==> src/rtl/seq_tx_pkg.sv <==
// Shared definitions for the serial pattern transmitter: FSM state encoding
// and the default level driven on the line while not transmitting.
package seq_tx_pkg;

   typedef enum logic [1:0] {
      IDLE  = 2'd0,
      SHIFT = 2'd1,
      GAP_S = 2'd2,
      DONE  = 2'd3
   } tx_state_e;

   localparam logic IDLE_BIT_DEF = 1'b0;

endpackage

==> src/rtl/piso_shift.sv <==
// Parallel-load, serial-out register (MSB first). Keeps a private copy of the
// loaded pattern so each repetition can be reloaded without the input bus.
module piso_shift #(
   parameter int PAT_W = 4
) (
   input  logic             clk,
   input  logic             rst_n,
   input  logic             load_i,
   input  logic             reload_i,
   input  logic             shift_i,
   input  logic [PAT_W-1:0] pat_i,
   output logic             msb_next_o
);

   logic [PAT_W-1:0] copy_q, copy_d;
   logic [PAT_W-1:0] sh_q, sh_d;

   always_comb begin
      copy_d = copy_q;
      sh_d   = sh_q;
      if (load_i) begin
         copy_d = pat_i;
         sh_d   = pat_i;
      end else if (reload_i) begin
         sh_d = copy_q;
      end else if (shift_i) begin
         sh_d = {sh_q[PAT_W-2:0], 1'b0};
      end
   end

   // Look-ahead bit lets the parent register the serial output in step with its state.
   assign msb_next_o = sh_d[PAT_W-1];

   always_ff @(posedge clk or negedge rst_n) begin
      if (!rst_n) begin
         copy_q <= '0;
         sh_q   <= '0;
      end else begin
         copy_q <= copy_d;
         sh_q   <= sh_d;
      end
   end

endmodule

==> src/rtl/seq_pattern_tx.sv <==
// Bit-serial pattern transmitter: sends a captured pattern MSB first, repeated
// repeat_n times with GAP idle cycles between repetitions, then pulses done.
module seq_pattern_tx
   import seq_tx_pkg::*;
#(
   parameter int   PAT_W    = 4,
   parameter int   CNT_W    = 8,
   parameter int   GAP      = 0,
   parameter logic IDLE_BIT = IDLE_BIT_DEF
) (
   input  logic             clk,
   input  logic             rst,
   input  logic             start,
   input  logic [PAT_W-1:0] pattern,
   input  logic [CNT_W-1:0] repeat_n,
   output logic             busy,
   output logic             signal,
   output logic             sig_valid,
   output logic             done
);

   localparam int BC_W = $clog2(PAT_W);
   localparam int GC_W = (GAP > 1) ? $clog2(GAP) : 1;
   localparam logic [BC_W-1:0] BIT_LAST = BC_W'(PAT_W - 1);
   localparam logic [GC_W-1:0] GAP_LAST = GC_W'((GAP > 0) ? GAP - 1 : 0);

   tx_state_e        state_q, state_d;
   logic [BC_W-1:0]  bit_q, bit_d;
   logic [CNT_W-1:0] rep_q, rep_d;
   logic [GC_W-1:0]  gap_q, gap_d;
   logic             busy_q, busy_d;
   logic             signal_q, signal_d;
   logic             valid_q, valid_d;
   logic             done_q, done_d;

   logic load, reload, shift_en, sh_next;

   piso_shift #(
      .PAT_W(PAT_W)
   ) u_piso (
      .clk       (clk),
      .rst_n     (rst),
      .load_i    (load),
      .reload_i  (reload),
      .shift_i   (shift_en),
      .pat_i     (pattern),
      .msb_next_o(sh_next)
   );

   always_comb begin
      state_d  = state_q;
      bit_d    = bit_q;
      rep_d    = rep_q;
      gap_d    = gap_q;
      load     = 1'b0;
      reload   = 1'b0;
      shift_en = 1'b0;

      case (state_q)
         IDLE: begin
            if (start) begin
               if (repeat_n != '0) begin
                  state_d = SHIFT;
                  load    = 1'b1;
                  rep_d   = repeat_n;
                  bit_d   = '0;
               end else begin
                  state_d = DONE;
               end
            end
         end
         SHIFT: begin
            if (bit_q == BIT_LAST) begin
               bit_d = '0;
               // rep_q counts repetitions still owed, including the one just finished.
               if (rep_q > CNT_W'(1)) begin
                  rep_d = rep_q - CNT_W'(1);
                  if (GAP > 0) begin
                     state_d = GAP_S;
                     gap_d   = '0;
                  end else begin
                     reload = 1'b1;
                  end
               end else begin
                  rep_d   = '0;
                  state_d = DONE;
               end
            end else begin
               bit_d    = bit_q + BC_W'(1);
               shift_en = 1'b1;
            end
         end
         GAP_S: begin
            if (gap_q == GAP_LAST) begin
               state_d = SHIFT;
               reload  = 1'b1;
               gap_d   = '0;
            end else begin
               gap_d = gap_q + GC_W'(1);
            end
         end
         DONE: begin
            state_d = IDLE;
         end
         default: begin
            state_d = IDLE;
         end
      endcase

      busy_d   = (state_d != IDLE);
      valid_d  = (state_d == SHIFT);
      done_d   = (state_d == DONE);
      signal_d = valid_d ? sh_next : IDLE_BIT;
   end

   always_ff @(posedge clk or negedge rst) begin
      if (!rst) begin
         state_q  <= IDLE;
         bit_q    <= '0;
         rep_q    <= '0;
         gap_q    <= '0;
         busy_q   <= 1'b0;
         signal_q <= IDLE_BIT;
         valid_q  <= 1'b0;
         done_q   <= 1'b0;
      end else begin
         state_q  <= state_d;
         bit_q    <= bit_d;
         rep_q    <= rep_d;
         gap_q    <= gap_d;
         busy_q   <= busy_d;
         signal_q <= signal_d;
         valid_q  <= valid_d;
         done_q   <= done_d;
      end
   end

   assign busy      = busy_q;
   assign signal    = signal_q;
   assign sig_valid = valid_q;
   assign done      = done_q;

endmodule
==> config.mk <==
export PLATFORM = sky130hd
export DESIGN_NAME = seq_pattern_tx
export DESIGN_NICKNAME = d
export VERILOG_FILES = /design/src/rtl/seq_tx_pkg.sv /design/src/rtl/piso_shift.sv /design/src/rtl/seq_pattern_tx.sv
export SDC_FILE = /design/constraint.sdc
export NUM_CORES = 1
export LEC_CHECK = 0
export BUFFER_PORTS_ARGS = -buffer_cell sky130_fd_sc_hd__buf_2
export CAP_MARGIN = 10
export CELL_PAD_IN_SITES_DETAIL_PLACEMENT = 1
export CELL_PAD_IN_SITES_GLOBAL_PLACEMENT = 1
export CORE_MARGIN = 1
export CORE_UTILIZATION = 45
export DETAILED_ROUTE_END_ITERATION = 10
export PLACE_DENSITY = 0.81
export SLEW_MARGIN = 20
export SYNTH_ARGS = -nofsm -noshare
export SYNTH_HDL_FRONTEND = slang
export SYNTH_SLANG_ARGS = --single-unit
==> constraint.sdc <==
create_clock -name clk -period 5.75 [get_ports clk]
set_input_delay 0.2875 -clock clk [delete_from_list [all_inputs] [get_ports clk]]
set_output_delay 0.2875 -clock clk [all_outputs]
set_load 0.02 [all_outputs]
==> metrics.txt, run 1 <==
vias per cell between 5 and 6; Internal Power ~480 uW; Clock power frac roughly 8.1%; # rows 19; clock sink total 24; Setup-failing EPs final 0; chip height ~57 um; FF-to-FF End u_piso.sh_q[0]$_DFFE_PN0P_; Port-buffer cells 18; Crit path arrival time approximately 2.7 ns; Wirelength per Cell 15.9 um; CP max stage cell or4_4; CTS tree yes; Worst Path Required roughly 6.0 ns; buffer levels on the longest clock path 2; switching pwr around 430 uW; fraction of layout cells with a size suffix above 1 between 20% and 30%; Unique masters post-synth 38; largest cells by area after synthesis dfrtp_1 (44%), o21ai_0 (6.9%), ha_1 (5.5%); Pre-antenna DRT Iters 5; Power Dens Cells 599 nW/um^2; Startpoint Class flip-flop; Period minus WS final about 2.4 ns; Worst Setup SP rep_q[4]$_DFFE_PN0P_; Worst path depth 5; cell count after synthesis between 150 and 200; Post-Syn Nets 175; crit path buf inv count 0; first-pass GRT wire length around 5700 um; H-tree levels 1; Yosys Warn Count 0; Reg-to-Reg Start rep_q[4]$_DFFE_PN0P_; Max VDD drop between 0.0002 and 0.00025 V; Final period util a little over two fifths; Critical Path Max Stage Delay 0.60 ns; die footprint 3270 um^2; Worst Skew 0.00959 ns; Leak a little under 0.7 nW; DRC Markers 0; sequential power share between 30% and 40%; hold bufs inserted after CTS 1; antenna violation net count after detailed routing 0; Area Growth Syn to Fin 10.4%; total negative slack 0 ns; Comb pwr share 58.1%; unrepaired setup endpoints after global routing false; HP Class input port to flip-flop; sequential area share after synthesis a little over two fifths; Inserted Diodes 0; Post CTS Setup Buffer Count 0; initial core utilization roughly half; crit path cell chain or4_4 -> o31ai_4 -> o21a_4 -> mux2_1 -> o21ai_1; detailed-route via count roughly 1200; Yosys top cell area share 43.8%; initial antenna violation count 0; worst setup path class flip-flop to flip-flop; die width roughly 57 um; Worst Setup EP u_piso.sh_q[0]$_DFFE_PN0P_; number of global-route vias before repair around 1300; Worst Path Max Fanout 13; CTS clk-pin slew, worst paths about 0.14 ns; Top delay family on crit path compound AO/OA/AOI/OAI gates; r2r setup slk between 3 and 4 ns; Sw Ratio 47.1%; Critical Path End Type flip-flop; Worst-Margin Slew around 0.67 ns; cts repair resizes 0; CTS buffer count 3; IO Count 19; largest net degree at the start of global routing 25; cell area after synthesis about 1400 um^2; Syn Area/Cell ~8.9 um^2; Worst R2R Path Depth 5; slew margin rel. 54.7%; Placer Congestion approximately 0.80; total gr overflow 0; Max Cap Viol 0; Post-Route WL 3220 um; NumNets Final slightly below 200; Final Hold Viols 0; root buffer cell clkbuf_4; Synth Register Bits 24; GRT Total Usage between 20% and 30%; outcome finished clean; CORE AREA around 2800 um^2; estimated wirelength of the detail-placed design approximately 2400 um; latest clock arrival within the worst-skew pair roughly 0.31 ns; Synth area leader dfrtp_1; Achievable Freq between 0.4 and 0.5 GHz; final slew viol count 0; total power draw 907 uW; Initial DRC Count 20
worst min-delay path by stage:
stage	slack, ns	end	from	depth (start not counted)
2_1_floorplan	-0.008	bit_q[0]$_DFFE_PN0P_	rst	0
3_3_place_gp	0.30	bit_q[0]$_DFFE_PN0P_	rst	1
3_5_place_dp	0.31	done$_DFF_PN0_	rst	1
4_1_cts	0.20	u_piso.copy_q[0]$_DFFE_PN0P_	pattern[0]	3
5_1_grt	0.22	u_piso.sh_q[2]$_DFFE_PN0P_	pattern[2]	3
6_report	0.20	u_piso.copy_q[0]$_DFFE_PN0P_	pattern[0]	3
worst register-to-register path: cells and delay by family (launching register included):
| family | cells | cell delay [ns] |
|---|---|---|
| compound gates | 3 | 0.98 |
| flops | 1 | 0.47 |
| mux | 1 | 0.32 |
| simple gates | 1 | 0.60 |
registers in the layout, summed over array words and instances (netlist names):
register       cells
u_piso.copy_q      4
signal             1
busy               1
state_q            2
done               1
u_piso.sh_q        4
bit_q              2
sig_valid          1
rep_q              8
stage by stage:
step | setup WS (ns) | hold slack [ns] | cells | instance area (um^2) | utilization [%]
after floorplan | 3.77 | -0.00809 | 154 | 1370 | -
after global placement | 3.29 | 0.301 | 198 | 1480 | 52.2
after detailed placement | 3.12 | 0.311 | 198 | 1480 | 52.2
after CTS | 3.08 | 0.201 | 202 | 1510 | 53.4
after global routing | 3.13 | 0.221 | 202 | 1510 | 53.5
final | 3.31 | 0.201 | 202 | 1510 | 53.5
logic make-up after synthesis:
logic type,after synthesis,share of synthesized area (%)
fa+ha+maj,6,5.47
mux,6,4.65
compound gates,48,23.4
flops,24,43.8
buf+inv,18,5.47
simple gates,52,17.2
cell usage in the layout (no fill, tap or decap), types with 2 or more instances in the layout:
cell / count
dfrtp_1: 24
o21ai_0: 19
nor2_1: 18
nand2_1: 18
buf_2: 18
inv_1: 10
a21oi_1: 8
ha_1: 6
nor3_1: 5
o21ai_1: 4
nor4_1: 3
mux2i_1: 3
clkbuf_4: 3
or2_2: 2
a31oi_1: 2
mux2_2: 2
o32ai_1: 2
a31o_2: 2
per-layer routing:
layer  share of wire, %  global-route usage, %
met5                  0                      0
met2                 49                   38.3
met3                1.7                   2.04
met4               0.59                   4.53
met1                 48                   30.8
power groups by stage:
stage	combinational, mW	clock [mW]	sequential, mW
after floorplan	0.399	0	0.308
after detailed placement	0.525	0	0.310
after global routing	0.594	0.0816	0.317
final	0.526	0.0739	0.306
after CTS	0.530	0.0749	0.306
after global placement	0.491	0	0.303
cells in the mapped netlist, drive strengths merged:
cell type and number:
o21a 1, nor2 18, a21boi 1, o41ai 1, inv 11, a211oi 1, mux2i 3, nand2b 1
buf 4, o31ai 2, or2 2, o22ai 1, nor3b 1, o32a 1, a22oi 1, nor4 3
dfrtp 24, nor2b 1, a2bb2oi 1, nand2 18, nand4 1, clkinv 1, o21ai 23, or4 2
o32ai 2, mux2 3, a31oi 2, a21oi 9, nor3 5, ha 6, clkbuf 2, a31o 2
final cells by class:
| cell class | instances | area (um^2) |
|---|---|---|
| repair buffers | 20 | 108 |
| fillers | 353 | 1320 |
| clock buffers | 3 | 22.5 |
| inverters | 12 | 45.0 |
| multi-input cells | 112 | 699 |
| well taps | 31 | 38.8 |
| flip-flops and latches | 24 | 601 |
Power figures use the tool's default switching activity.
==> inputs of run 2 (changes only) <==
--- a/config.mk
+++ b/config.mk
@@ -10,9 +10,9 @@
 export CELL_PAD_IN_SITES_DETAIL_PLACEMENT = 1
 export CELL_PAD_IN_SITES_GLOBAL_PLACEMENT = 1
 export CORE_MARGIN = 1
-export CORE_UTILIZATION = 45
+export CORE_UTILIZATION = 42
 export DETAILED_ROUTE_END_ITERATION = 10
-export PLACE_DENSITY = 0.81
+export PLACE_DENSITY = 0.76
 export SLEW_MARGIN = 20
 export SYNTH_ARGS = -nofsm -noshare
 export SYNTH_HDL_FRONTEND = slang
==> constraint.sdc (replaced) <==
create_clock -name clk -period 2.6 [get_ports clk]
set_input_delay 0.13 -clock clk [delete_from_list [all_inputs] [get_ports clk]]
set_output_delay 0.13 -clock clk [all_outputs]
set_load 0.02 [all_outputs]
==> run 2 against run 1 <==
Compared with the run above: global-route usage up 0.30 points; setup slack worse by 2.9 ns; core utilization down 2.2 points; fmax up 14%; first-iteration DRC count grew to 3.6 times the previous value; non-clock buffer count is 3 higher; die area grew 6.9%; critical path type unchanged; largest cell class unchanged; sequential share of layout area fell by 1.6 points; via count up 1.1%.
==> metrics.txt, run 2 (synthesis gave the netlist of run 1 again) <==
met3 Resource Use GR between 3 and 4%; Period minus WS final roughly 2.1 ns; largest net degree at the start of global routing 25; final slew viol count 0; Max VDD drop ~0.00055 V; worst setup path class flip-flop to flip-flop; chip height 59.1 um; number of global-route vias before repair between 1000 and 1500; antenna violation net count after detailed routing 0; Power Dens Cells about 1400 nW/um^2; GRT met2 Usage 36.5%; fraction of layout cells with a size suffix above 1 a little over a fifth; NumNets Final around 200; CTS tree yes; die width 59.1 um; slew margin rel. a little under half; latest clock arrival within the worst-skew pair around 0.33 ns; buffer levels on the longest clock path 2; Inst Count DP 214; Setup WS post-layout roughly 0.45 ns; commonest cells after routing, fill and taps aside dfrtp_1 (24), o21ai_0 (19), nor2_1 (18), nand2_1 (18), buf_2 (18); GRT Total Usage between 20% and 30%; Placer Congestion approximately 0.83; detailed-route via count 1183; Crit path arrival time 2.37 ns; Worst-Margin Slew 0.785 ns; Largest regs rep_q (8), u_piso.copy_q (4), u_piso.sh_q (4); unrepaired setup endpoints after global routing false; HP Class input port to flip-flop; H-tree levels 1; estimated wirelength of the detail-placed design approximately 2500 um; max FFs per register 8; Worst Skew 0.0129 ns; # fillers 398; # rows 20; CORE AREA about 3000 um^2; Post CTS Setup Buffer Count 0; Setup WS pre-CTS 0.518 ns; total gr overflow 0; Final period util 82.6%; Initial DRC Count a little over 70; CTS clk-pin slew, worst paths around 0.15 ns; total negative slack 0 ns; Port-buffer cells 18; Worst Path Max Fanout 9; Area Growth Syn to Fin 15.1%; initial core utilization 44.6%; Worst R2R Path Depth 6; first-pass GRT wire length slightly below 6000 um; clock sink total 24; die footprint ~3500 um^2; Post-Route WL ~3400 um; initial antenna violation count 0; Max Cap Viol 0; M1 GR Usage about a third; root buffer cell clkbuf_4; Wirelength per Cell between 15 and 20 um; Final Hold Viols 0; Critical Path End Type flip-flop; GRT Max-Usage Layer met2; Inserted Diodes 0; Leak slightly above 0.7 nW; Worst Path Required around 2.8 ns; vias per cell between 5 and 6; Final Non-Filler Cells around 220; outcome finished clean; Achievable Freq approximately 0.47 GHz; commonest non-fill, non-tap cell in the layout dfrtp_1; Setup-failing EPs final 0; CTS buffer count 3; Pre-antenna DRT Iters 4; largest reg by FF count rep_q; WHS Path Cells 3; DRC Markers 0; IO Count 19; Startpoint Class flip-flop
-- run 2: worst paths after layout --
| check | startpoint | to | slack (ns) |
|---|---|---|---|
| worst max-delay path | state_q[1]$_DFF_PN0_ | signal$_DFF_PN0_ | 0.45 |
| worst min-delay path | pattern[2] | u_piso.sh_q[2]$_DFFE_PN0P_ | 0.01 |
| worst max register to register | state_q[1]$_DFF_PN0_ | signal$_DFF_PN0_ | 0.45 |
| worst min register to register | u_piso.copy_q[1]$_DFFE_PN0P_ | u_piso.copy_q[1]$_DFFE_PN0P_ | 0.56 |
| max in group asynchronous | rst | rep_q[2]$_DFFE_PN0P_ | 1.94 |
| min in group asynchronous | rst | bit_q[1]$_DFFE_PN0P_ | 0.29 |
-- run 2: where the power goes --
part,internal (mW),total [mW],switching (mW)
Combinational,0.487,1.21,0.722
Clock,0.156,0.280,0.124
Sequential,0.549,0.686,0.137
Total,1.19,2.18,0.983
-- run 2: metrics by stage --
| stage | utilization, % | hold slack (ns) | power, mW | area, um^2 |
|---|---|---|---|---|
| finish | 51.3 | 0.0104 | 2.18 | 1580 |
| floorplan | - | -0.166 | 1.56 | 1370 |
| global placement | 49.3 | 0.148 | 1.81 | 1520 |
| global route | 51.3 | 0.0218 | 2.36 | 1580 |
| CTS | 51.3 | 0.00932 | 2.19 | 1580 |
| detailed placement | 49.3 | 0.146 | 1.90 | 1520 |
-- run 2: cell type report --
type                       instances  area (um^2)  share of cell area [%]
inverter                          12         45.0                    2.85
timing repair buffer              23          130                    8.24
sequential                        24          601                    38.0
multi-input combinational        112          696                    44.1
clock inverter                     1         30.0                    1.90
clock buffer                       3         22.5                    1.43
tap                               44         55.1                    3.49
-- run 2: critical path, stage by stage, from the launching register on --
cell      delay, ns
dfrtp_1        0.41
inv_1          0.11
ha_1           0.42
nand2b_1       0.33
a31oi_1        0.35
o21ai_1        0.16
o41ai_2        0.26
-- run 2: per-layer routing --
| layer | wire [um] | vias up |
|---|---|---|
| li1 | - | 583 |
| met1 | 1670 | 575 |
| met2 | 1600 | 21 |
| met3 | 100 | 4 |
| met4 | 29 | 0 |
| met5 | 0 | - |
-- run 2: what timing repair did --
item                                   in CTS  in global routing
hold buffers                                1                  0
gates resized for setup                     0                  0
endpoints found under the hold margin      24                  0
==> inputs of run 3 (changes only) <==
==> constraint.sdc (replaced) <==
create_clock -name clk -period 2.04 [get_ports clk]
set_input_delay 0.102 -clock clk [delete_from_list [all_inputs] [get_ports clk]]
set_output_delay 0.102 -clock clk [all_outputs]
set_load 0.02 [all_outputs]
==> run 3 against run 2 <==
Compared with the run above: clock power rose by 25%; count of clock-buffer cells in the layout unchanged; highest routed layer unchanged; worst hold slack improved by 0.014 ns; fmax grew 6.7%; flip-flop and latch count stayed put; largest power group unchanged; sequential power is 26% higher; design area is 6.6% higher; global-route usage rose by 1.5 points.
==> metrics.txt, run 3 (synthesis gave the netlist of run 1 again) <==
outcome finished clean; commonest non-fill, non-tap cell in the layout dfrtp_1; Largest regs rep_q (8), u_piso.copy_q (4), u_piso.sh_q (4); detailed-route via count 1232; fraction of layout cells with a size suffix above 1 between 20% and 30%; HP Class input port to flip-flop; number of global-route vias before repair roughly 1400; Final Hold Viols 0; initial antenna violation count 0; CORE AREA roughly 3100 um^2; Max VDD drop about 0.00083 V; Comb pwr share 58.8%; largest net degree at the start of global routing 25; Pre-antenna DRT Iters 4; Leak 0.788 nW; CTS tree yes; antenna violation net count after detailed routing 0; Worst R2R Path Depth 6; Clock power frac about an eighth; total negative slack 0 ns; Max Cap Viol 0; slew margin rel. between 60 and 70%; switching pwr between 1 and 1.5 mW; Startpoint Class flip-flop; initial core utilization 44.6%; estimated wirelength of the detail-placed design approximately 2700 um; Worst-Margin Slew about 0.56 ns; Sw Ratio between 40% and 50%; Internal Power approximately 1.6 mW; Area Growth Syn to Fin 22.7%; Placer Congestion 0.776; Final period util between 90% and 100%; Port-buffer cells 18; die footprint between 3000 and 4000 um^2; sequential power share between 20% and 30%; root buffer cell clkbuf_4; total gr overflow 0; WHS Path Cells 3; Setup-failing EPs final 0; H-tree levels 1; Initial DRC Count 35; GRT Total Usage between 20% and 30%; DRC Markers 0; Post-Route WL 3720 um; worst setup path class flip-flop to flip-flop; Period minus WS final between 2 and 2.5 ns; commonest cells after routing, fill and taps aside dfrtp_1 (24), nand2_1 (18), o21ai_0 (18), buf_2 (18), nor2_1 (17); final instance area between 1500 and 2000 um^2; Crit path arrival time approximately 2.2 ns; placed instance area between 1500 and 2000 um^2; latest clock arrival within the worst-skew pair 0.32 ns; Worst Skew around 0.0035 ns; IO Count 19; chip height ~60 um; die width 59.1 um; final slew viol count 0; Critical Path End Type flip-flop; clock sink total 24; Inserted Diodes 0; buffer levels on the longest clock path 2; # rows 20; max FFs per register 8; vias per cell about 5.4; CTS clk-pin slew, worst paths roughly 0.14 ns; Power Dens Cells between 1500 and 2000 nW/um^2; Worst Path Required approximately 2.3 ns; NumNets Final between 200 and 250; Worst Path Max Fanout 3; # fillers roughly 380; first-pass GRT wire length between 6000 and 7000 um; largest reg by FF count rep_q; CTS buffer count 3; Wirelength per Cell 16.2 um; Achievable Freq between 0.4 and 0.5 GHz
==> run 3: cell count changes in the layout (fill, tap and decap cells not counted) <==
cell	change
buf_4	+7
buf_6	+1
dlygate4sd3_1	+3
mux2_1	-1
mux2_4	+1
nor2_1	-1
nor2_2	+1
o21ai_0	-1
o21ai_2	+1
==> run 3: power by group through the flow <==
| stage | Sequential [mW] | Clock (mW) | Combinational [mW] |
|---|---|---|---|
| CTS | 0.857 | 0.360 | 1.69 |
| global route | 0.891 | 0.377 | 1.93 |
| finish | 0.867 | 0.351 | 1.74 |
| detailed placement | 0.867 | 0 | 1.66 |
| global placement | 0.851 | 0 | 1.57 |
| floorplan | 0.868 | 0 | 1.13 |
==> run 3: timing repair <==
item	4_1_cts	5_1_grt
gates resized for setup	0	5
setup endpoints to repair	0	9
hold buffers	4	0
endpoints found under the hold margin	29	0
setup buffers	0	1
==> run 3: area by class of cell <==
class | instances | area [um^2] | area share (%)
multi-input cells | 112 | 706 | 41.9
flip-flops and latches | 24 | 601 | 35.7
repair buffers | 34 | 224 | 13.3
well taps | 44 | 55.1 | 3.27
inverters | 12 | 45.0 | 2.68
clock inverters | 1 | 30.0 | 1.78
clock buffers | 3 | 22.5 | 1.34
==> run 3: critical path, cell delays in order (launching register included) <==
cell and delay (ns):
dfrtp_1 0.43, or4_4 0.58, nor3_1 0.32, a31oi_1 0.16, or2_2 0.34, inv_2 0.07, nor2_1 0.03
==> run 3: worst paths after layout <==
check,from,endpoint,slack [ns]
min,pattern[3],signal$_DFF_PN0_,0.02
max,rep_q[5]$_DFFE_PN0P_,sig_valid$_DFF_PN0_,0.03
max reg2reg,rep_q[5]$_DFFE_PN0P_,sig_valid$_DFF_PN0_,0.03
max in group asynchronous,rst,busy$_DFF_PN0_,1.38
min reg2reg,u_piso.copy_q[0]$_DFFE_PN0P_,u_piso.copy_q[0]$_DFFE_PN0P_,0.57
min in group asynchronous,rst,rep_q[7]$_DFFE_PN0P_,0.29
==> run 3: per-layer routing <==
layer / up-vias / global-route usage (%) / share of wire (%)
li1: 608 / - / -
met1: 597 / 34.7 / 50
met5: - / 0 / 0
met2: 22 / 39.0 / 46
met3: 5 / 1.97 / 2.5
met4: 0 / 6.46 / 0.97
==> run 3: metrics by stage <==
stage               std cells  worst slack (ns)  hold slack (ns)  total power [mW]  utilization, %
floorplan                 154            0.0639           -0.194              1.99               -
global placement          221            0.0887            0.117              2.42            51.0
detailed placement        221            0.0470            0.128              2.53            51.0
CTS                       229            0.0270           0.0165              2.90            54.0
global route              230           -0.0252           0.0208              3.20            54.7
finish                    230            0.0293           0.0247              2.96            54.7
